==> config.mk <==
export PLATFORM = sky130hd
export DESIGN_NAME = controller_round_robin_arbiter
export DESIGN_NICKNAME = d
export VERILOG_FILES = /design/src/rtl/controller_arbiter_pkg.sv /design/src/rtl/rr_priority_select.sv /design/src/rtl/controller_round_robin_arbiter.sv
export SDC_FILE = /design/constraint.sdc
export NUM_CORES = 1
export LEC_CHECK = 0
export ABC_AREA = 1
export BUFFER_PORTS_ARGS = -buffer_cell sky130_fd_sc_hd__buf_2
export CAP_MARGIN = 20
export CORE_ASPECT_RATIO = 1.5
export CORE_UTILIZATION = 35
export CTS_BUF_LIST = sky130_fd_sc_hd__clkbuf_2
export DETAILED_ROUTE_END_ITERATION = 16
export PLACE_DENSITY = 0.48
export SYNTH_ARGS = -nofsm -noshare
export SYNTH_HDL_FRONTEND = slang
export SYNTH_SLANG_ARGS = --single-unit
==> constraint.sdc <==
create_clock -name wb_clk_i -period 4.2 [get_ports wb_clk_i]
set_input_delay 0.21 -clock wb_clk_i [delete_from_list [all_inputs] [get_ports wb_clk_i]]
set_output_delay 0.21 -clock wb_clk_i [all_outputs]
set_load 0.01 [all_outputs]
==> src/rtl/controller_arbiter_pkg.sv <==
// Shared definitions for the round-robin bus arbiter.
//   N_CONTROLLERS           number of requesting controllers
//   CTRL_IDX_W              width of a controller index
//   DEFAULT_TIMEOUT_CYCLES  ack-less granted cycles before forced release
//   DEFAULT_COUNTER_WIDTH   default timeout counter width
//   arb_state_e             arbiter FSM state encoding
//   idx_onehot()            controller index to one-hot vector
package controller_arbiter_pkg;

   localparam int N_CONTROLLERS          = 4;
   localparam int CTRL_IDX_W             = 2;
   localparam int DEFAULT_TIMEOUT_CYCLES = 1024;
   localparam int DEFAULT_COUNTER_WIDTH  = 16;

   typedef enum logic [1:0] {
      ST_IDLE    = 2'd0,
      ST_GRANT   = 2'd1,
      ST_RELEASE = 2'd2
   } arb_state_e;

   function automatic logic [N_CONTROLLERS-1:0] idx_onehot(input logic [CTRL_IDX_W-1:0] idx);
      return N_CONTROLLERS'(1) << idx;
   endfunction

endpackage

==> src/rtl/rr_priority_select.sv <==
// Rotating first-one picker.
//   eligible  in   per-controller candidate vector
//   last      in   index of the previous owner; search starts at last+1
//   winner    out  first set bit of eligible found from last+1 upward (wraps)
//   any       out  eligible has at least one bit set
module rr_priority_select
   import controller_arbiter_pkg::*;
(
   input  logic [N_CONTROLLERS-1:0] eligible,
   input  logic [CTRL_IDX_W-1:0]    last,
   output logic [CTRL_IDX_W-1:0]    winner,
   output logic                     any
);

   logic [CTRL_IDX_W-1:0] idx;

   always_comb begin
      winner = last;
      any    = 1'b0;
      idx    = '0;
      for (int i = 0; i < N_CONTROLLERS; i++) begin
         // index arithmetic wraps naturally in CTRL_IDX_W bits
         idx = last + CTRL_IDX_W'(i) + CTRL_IDX_W'(1);
         if (!any && eligible[idx]) begin
            winner = idx;
            any    = 1'b1;
         end
      end
   end

endmodule

==> src/rtl/controller_round_robin_arbiter.sv <==
// Round-robin arbiter granting one of four bus controllers access to a
// shared device, with an ack-less timeout that forcibly releases and masks
// a stuck owner until it drops its request.
//
//   state      | meaning
//   -----------+-----------------------------------------------------
//   ST_IDLE    | no owner, waiting for an eligible request
//   ST_GRANT   | controllerSelected owns the bus, timeout counter runs
//   ST_RELEASE | one-cycle bus gap before the next owner
//
// Ports
//   wb_clk_i            in   clock
//   wb_rst_i            in   asynchronous reset, active-low
//   request[3:0]        in   cyc of controllers 3..0
//   device_ack_o        in   device ack
//   device_error_o      in   device error
//   controllerSelected  out  registered index driving the device mux
//   grantValid          out  registered; controllerSelected owns the bus
//   timeoutError[3:0]   out  one-cycle pulse to the timed-out controller
//   probe_state[1:0]    out  current FSM state
module controller_round_robin_arbiter
   import controller_arbiter_pkg::*;
#(
   parameter int TIMEOUT_CYCLES = DEFAULT_TIMEOUT_CYCLES,
   parameter int COUNTER_WIDTH  = DEFAULT_COUNTER_WIDTH
) (
   input  logic                     wb_clk_i,
   input  logic                     wb_rst_i,
   input  logic [N_CONTROLLERS-1:0] request,
   input  logic                     device_ack_o,
   input  logic                     device_error_o,
   output logic [CTRL_IDX_W-1:0]    controllerSelected,
   output logic                     grantValid,
   output logic [N_CONTROLLERS-1:0] timeoutError,
   output logic [1:0]               probe_state
);

   localparam bit TIMEOUT_EN = (TIMEOUT_CYCLES != 0);
   localparam logic [COUNTER_WIDTH-1:0] CNT_LAST =
      COUNTER_WIDTH'((TIMEOUT_CYCLES > 0) ? TIMEOUT_CYCLES - 1 : 0);

   arb_state_e                 state_q, state_d;
   logic [CTRL_IDX_W-1:0]      sel_q, sel_d;
   logic [CTRL_IDX_W-1:0]      last_q, last_d;
   logic                       gv_q, gv_d;
   logic [N_CONTROLLERS-1:0]   mask_q, mask_d;
   logic [COUNTER_WIDTH-1:0]   cnt_q, cnt_d;

   logic [N_CONTROLLERS-1:0]   eligible;
   logic [CTRL_IDX_W-1:0]      winner;
   logic                       any_elig;
   logic                       owner_req;
   logic                       ack_any;
   logic                       timeout_hit;

   assign eligible  = request & ~mask_q;
   assign owner_req = request[sel_q];
   assign ack_any   = device_ack_o | device_error_o;

   // owner_req in the term makes a same-cycle request drop win over timeout,
   // and ack_any makes an ack win over timeout
   assign timeout_hit = TIMEOUT_EN && (state_q == ST_GRANT) && owner_req &&
                        !ack_any && (cnt_q == CNT_LAST);

   rr_priority_select u_pick (
      .eligible (eligible),
      .last     (last_q),
      .winner   (winner),
      .any      (any_elig)
   );

   always_ff @(posedge wb_clk_i or negedge wb_rst_i) begin
      if (!wb_rst_i) begin
         state_q <= ST_IDLE;
      end else begin
         state_q <= state_d;
      end
   end

   always_comb begin
      state_d = state_q;
      case (state_q)
         ST_IDLE:    if (any_elig) state_d = ST_GRANT;
         ST_GRANT:   if (!owner_req || timeout_hit) state_d = ST_RELEASE;
         ST_RELEASE: state_d = any_elig ? ST_GRANT : ST_IDLE;
         default:    state_d = ST_IDLE;
      endcase
   end

   always_comb begin
      sel_d        = sel_q;
      last_d       = last_q;
      cnt_d        = cnt_q;
      mask_d       = mask_q & request;
      gv_d         = (state_d == ST_GRANT);
      timeoutError = '0;

      if ((state_q != ST_GRANT) && (state_d == ST_GRANT)) begin
         sel_d = winner;
         cnt_d = '0;
      end

      if (state_q == ST_GRANT) begin
         cnt_d = ack_any ? '0 : cnt_q + COUNTER_WIDTH'(1);
         if (state_d == ST_RELEASE) last_d = sel_q;
         if (timeout_hit) begin
            timeoutError = idx_onehot(sel_q);
            mask_d       = (mask_q & request) | idx_onehot(sel_q);
         end
      end
   end

   always_ff @(posedge wb_clk_i or negedge wb_rst_i) begin
      if (!wb_rst_i) begin
         sel_q  <= '0;
         last_q <= CTRL_IDX_W'(N_CONTROLLERS - 1);
         gv_q   <= 1'b0;
         mask_q <= '0;
         cnt_q  <= '0;
      end else begin
         sel_q  <= sel_d;
         last_q <= last_d;
         gv_q   <= gv_d;
         mask_q <= mask_d;
         cnt_q  <= cnt_d;
      end
   end

   assign controllerSelected = sel_q;
   assign grantValid         = gv_q;
   assign probe_state        = state_q;

endmodule
==> metrics.txt <==
Pre-antenna DRT Iters=4; Setup violations, final=0; via count=1696; Setup TNS=0 ns; worst hold path type=in -> reg; CTS resizes=0; root buffer cell=clkbuf_2; cells along the critical path=nor2_2 > inv_1 > nor2_1 > nand2_2 > nor2_1 > buf_2; CTS tree=built; Worst-Skew Late Latency=roughly 0.38 ns; Seq/Total Area, Yosys=0.379; Clk pwr share=0.121; pwr/cell area=~460 nW/um^2; Worst-path clk slew=approximately 0.28 ns; clock sinks=27; Switching Power=0.442 mW; H-tree depth=1; vias in the first global route=~1600; CP required=3.99 ns; final core utilization=0.396; hold path start=request[1]; total wire length=approximately 4300 um; cells after synthesis=262; RSZ-0062 raised after global routing=no; fin crit share=0.549; #FFs+latches synth=27; CP Capture Type=output port; share of layout cells above drive strength 1=0.141; Slew HR=0.458; FP Rows=31; initial antenna violation count=0; pin count of the biggest net entering global routing=28; Most common cell on crit path=nor2_1; Post-route DRC=0; worst-path fanout max=20; synthesized area=1790 sq um; CP top delay family=simple AND/OR/NAND/NOR gates; max-cap violations=0; Final Power=0.896 mW; endpoints failing hold=0; Routed Antenna Nets=0; fin. max-slew vios=0; Crit path arrival time=between 2 and 2.5 ns; crit path kind=reg -> out; global-route wire length before repair=between 7000 and 8000 um; status=finished clean; Clock Path Buffers=2; CP max-delay cell=dfrtp_1; Static Leak=1.01 nW; CTS buffer count=3; R2R Path Start=probe_state[1]; Final HPWL DP=3250 um; placer congestion estimate=around 0.81; Mapped Nets=271; CP peak stage delay=0.45 ns; count of cell types in the netlist=32; Peak VDD IR=0.153 mV; worst setup path start=probe_state[1]; die width=60.4 um; Die Footprint=5410 sq um; Routed wire per std cell=about 13 um; ANT cells=0; setup bufs post-CTS=0; core area=around 5000 sq um; Via density=between 4 and 5; Ports=17; minimum clock period=2.30 ns; Max Freq=434 MHz; Vert. Die Dim=89.6 um; GRT Total Usage=0.179; nets=286; area grow syn2layout=7.97%; Internal=0.454 mW; Critical Path Source Type=flip-flop; share of power burned in registers=0.396; yosys warns=0; Initial DRC Count=79; port bufs=16; Setup Skew=around 0.011 ns; Initial Util=0.366; grt ovf=0; CP Buf/Inv Count=2; Mean Syn Cell Area=6.83 sq um; filler cell count=570; most common cell after layout, fill and taps aside=nand2_1; measured slew at the worst slew-check pin=0.808 ns; commonest non-fill, non-tap cells in the layout=nand2_1, nand3_1, inv_1, dfrtp_1, nor2_1; part of the power in combinational logic=0.484; Switching Share=0.493
## path summary, 6_finish.rpt
path	end	slack, ns	cells after the start
worst max-delay path	timeoutError[2]	1.90	6
worst min-delay path	mask_q[1]	0.05	3
worst max register to register	cnt_q[10]	1.96	6
worst min register to register	mask_q[1]	0.52	2
max in group asynchronous	cnt_q[13]	3.48	2
min in group asynchronous	cnt_q[6]	0.32	2
## cell usage after synthesis (all sizes together)
cell type,number,area share
or2,3,0.010
o211ai,1,0.0042
o21bai,2,0.010
nand4,9,0.035
o21ai,8,0.022
nand3,53,0.15
nor2,23,0.058
ha,1,0.0070
a31o,1,0.0049
a21boi,1,0.0042
dfstp,2,0.029
nor3,4,0.014
o22ai,1,0.0035
xor2,1,0.0049
a21oi,2,0.0056
nand3b,1,0.0042
inv,33,0.071
buf,6,0.027
clkbuf,1,0.0028
dfrtp,25,0.35
nand2,84,0.18
## sequential cells by signal (all words and copies together) (netlist names)
signal / count
controllerSelected: 2
grantValid: 1
mask_q: 4
probe_state: 2
cnt_q: 16
last_q: 2
## area by class of cell
| class | count | area (sq um) | area share |
|---|---|---|---|
| multi-input combinational | 195 | 933 | 0.483 |
| sequential | 27 | 678 | 0.351 |
| inverter | 33 | 126 | 0.0654 |
| timing repair buffer | 17 | 90.1 | 0.0466 |
| tap | 66 | 82.6 | 0.0427 |
| clock buffer | 3 | 15.0 | 0.00777 |
| clock inverter | 1 | 7.51 | 0.00388 |
## power by group through the flow
| stage | registers, mW | logic (mW) | clock network, mW |
|---|---|---|---|
| after floorplan | 0.343 | 0.367 | 0 |
| after global placement | 0.359 | 0.438 | 0 |
| after detailed placement | 0.360 | 0.438 | 0 |
| after CTS | 0.355 | 0.442 | 0.114 |
| after global routing | 0.360 | 0.496 | 0.125 |
| final | 0.354 | 0.433 | 0.108 |
## logic make-up (layout without fill, tap and decap cells)
family / Yosys count / in the layout / share of synthesized area
xor+xnor: 1 / 1 / 0.00489
buf+inv: 40 / 54 / 0.0999
flops: 27 / 27 / 0.379
fa+ha+maj: 1 / 1 / 0.00699
simple gates: 177 / 177 / 0.454
compound gates: 16 / 16 / 0.0552
## metal layers
layer  global-route usage  vias to the layer above  routed length, um
li1                     -                      878                  -
met1                0.193                      792               1820
met2                0.351                       19               2360
met3               0.0129                        7                 87
met4               0.0634                        0                 73
met5                    0                        -                  0
## worst min-delay path: stages
cell	delay [ns]
buf_2	0.12
nand2_1	0.05
o21ai_1	0.05
## what timing repair did
action | 4_1_cts | 5_1_grt
hold buffers | 1 | 0
endpoints found under the setup margin | 0 | 0
endpoints found under the hold margin | 25 | 0
## metrics by stage
step	hold WS [ns]	cell area, sq um	setup WS [ns]	std cells
floorplan	-0.0856	1790	2.67	262
global placement	0.276	1900	2.06	337
detailed placement	0.272	1900	1.99	337
CTS	0.0469	1930	1.85	342
global route	0.0310	1930	1.66	342
finish	0.0481	1930	1.90	342
Power figures use the tool's default switching activity.
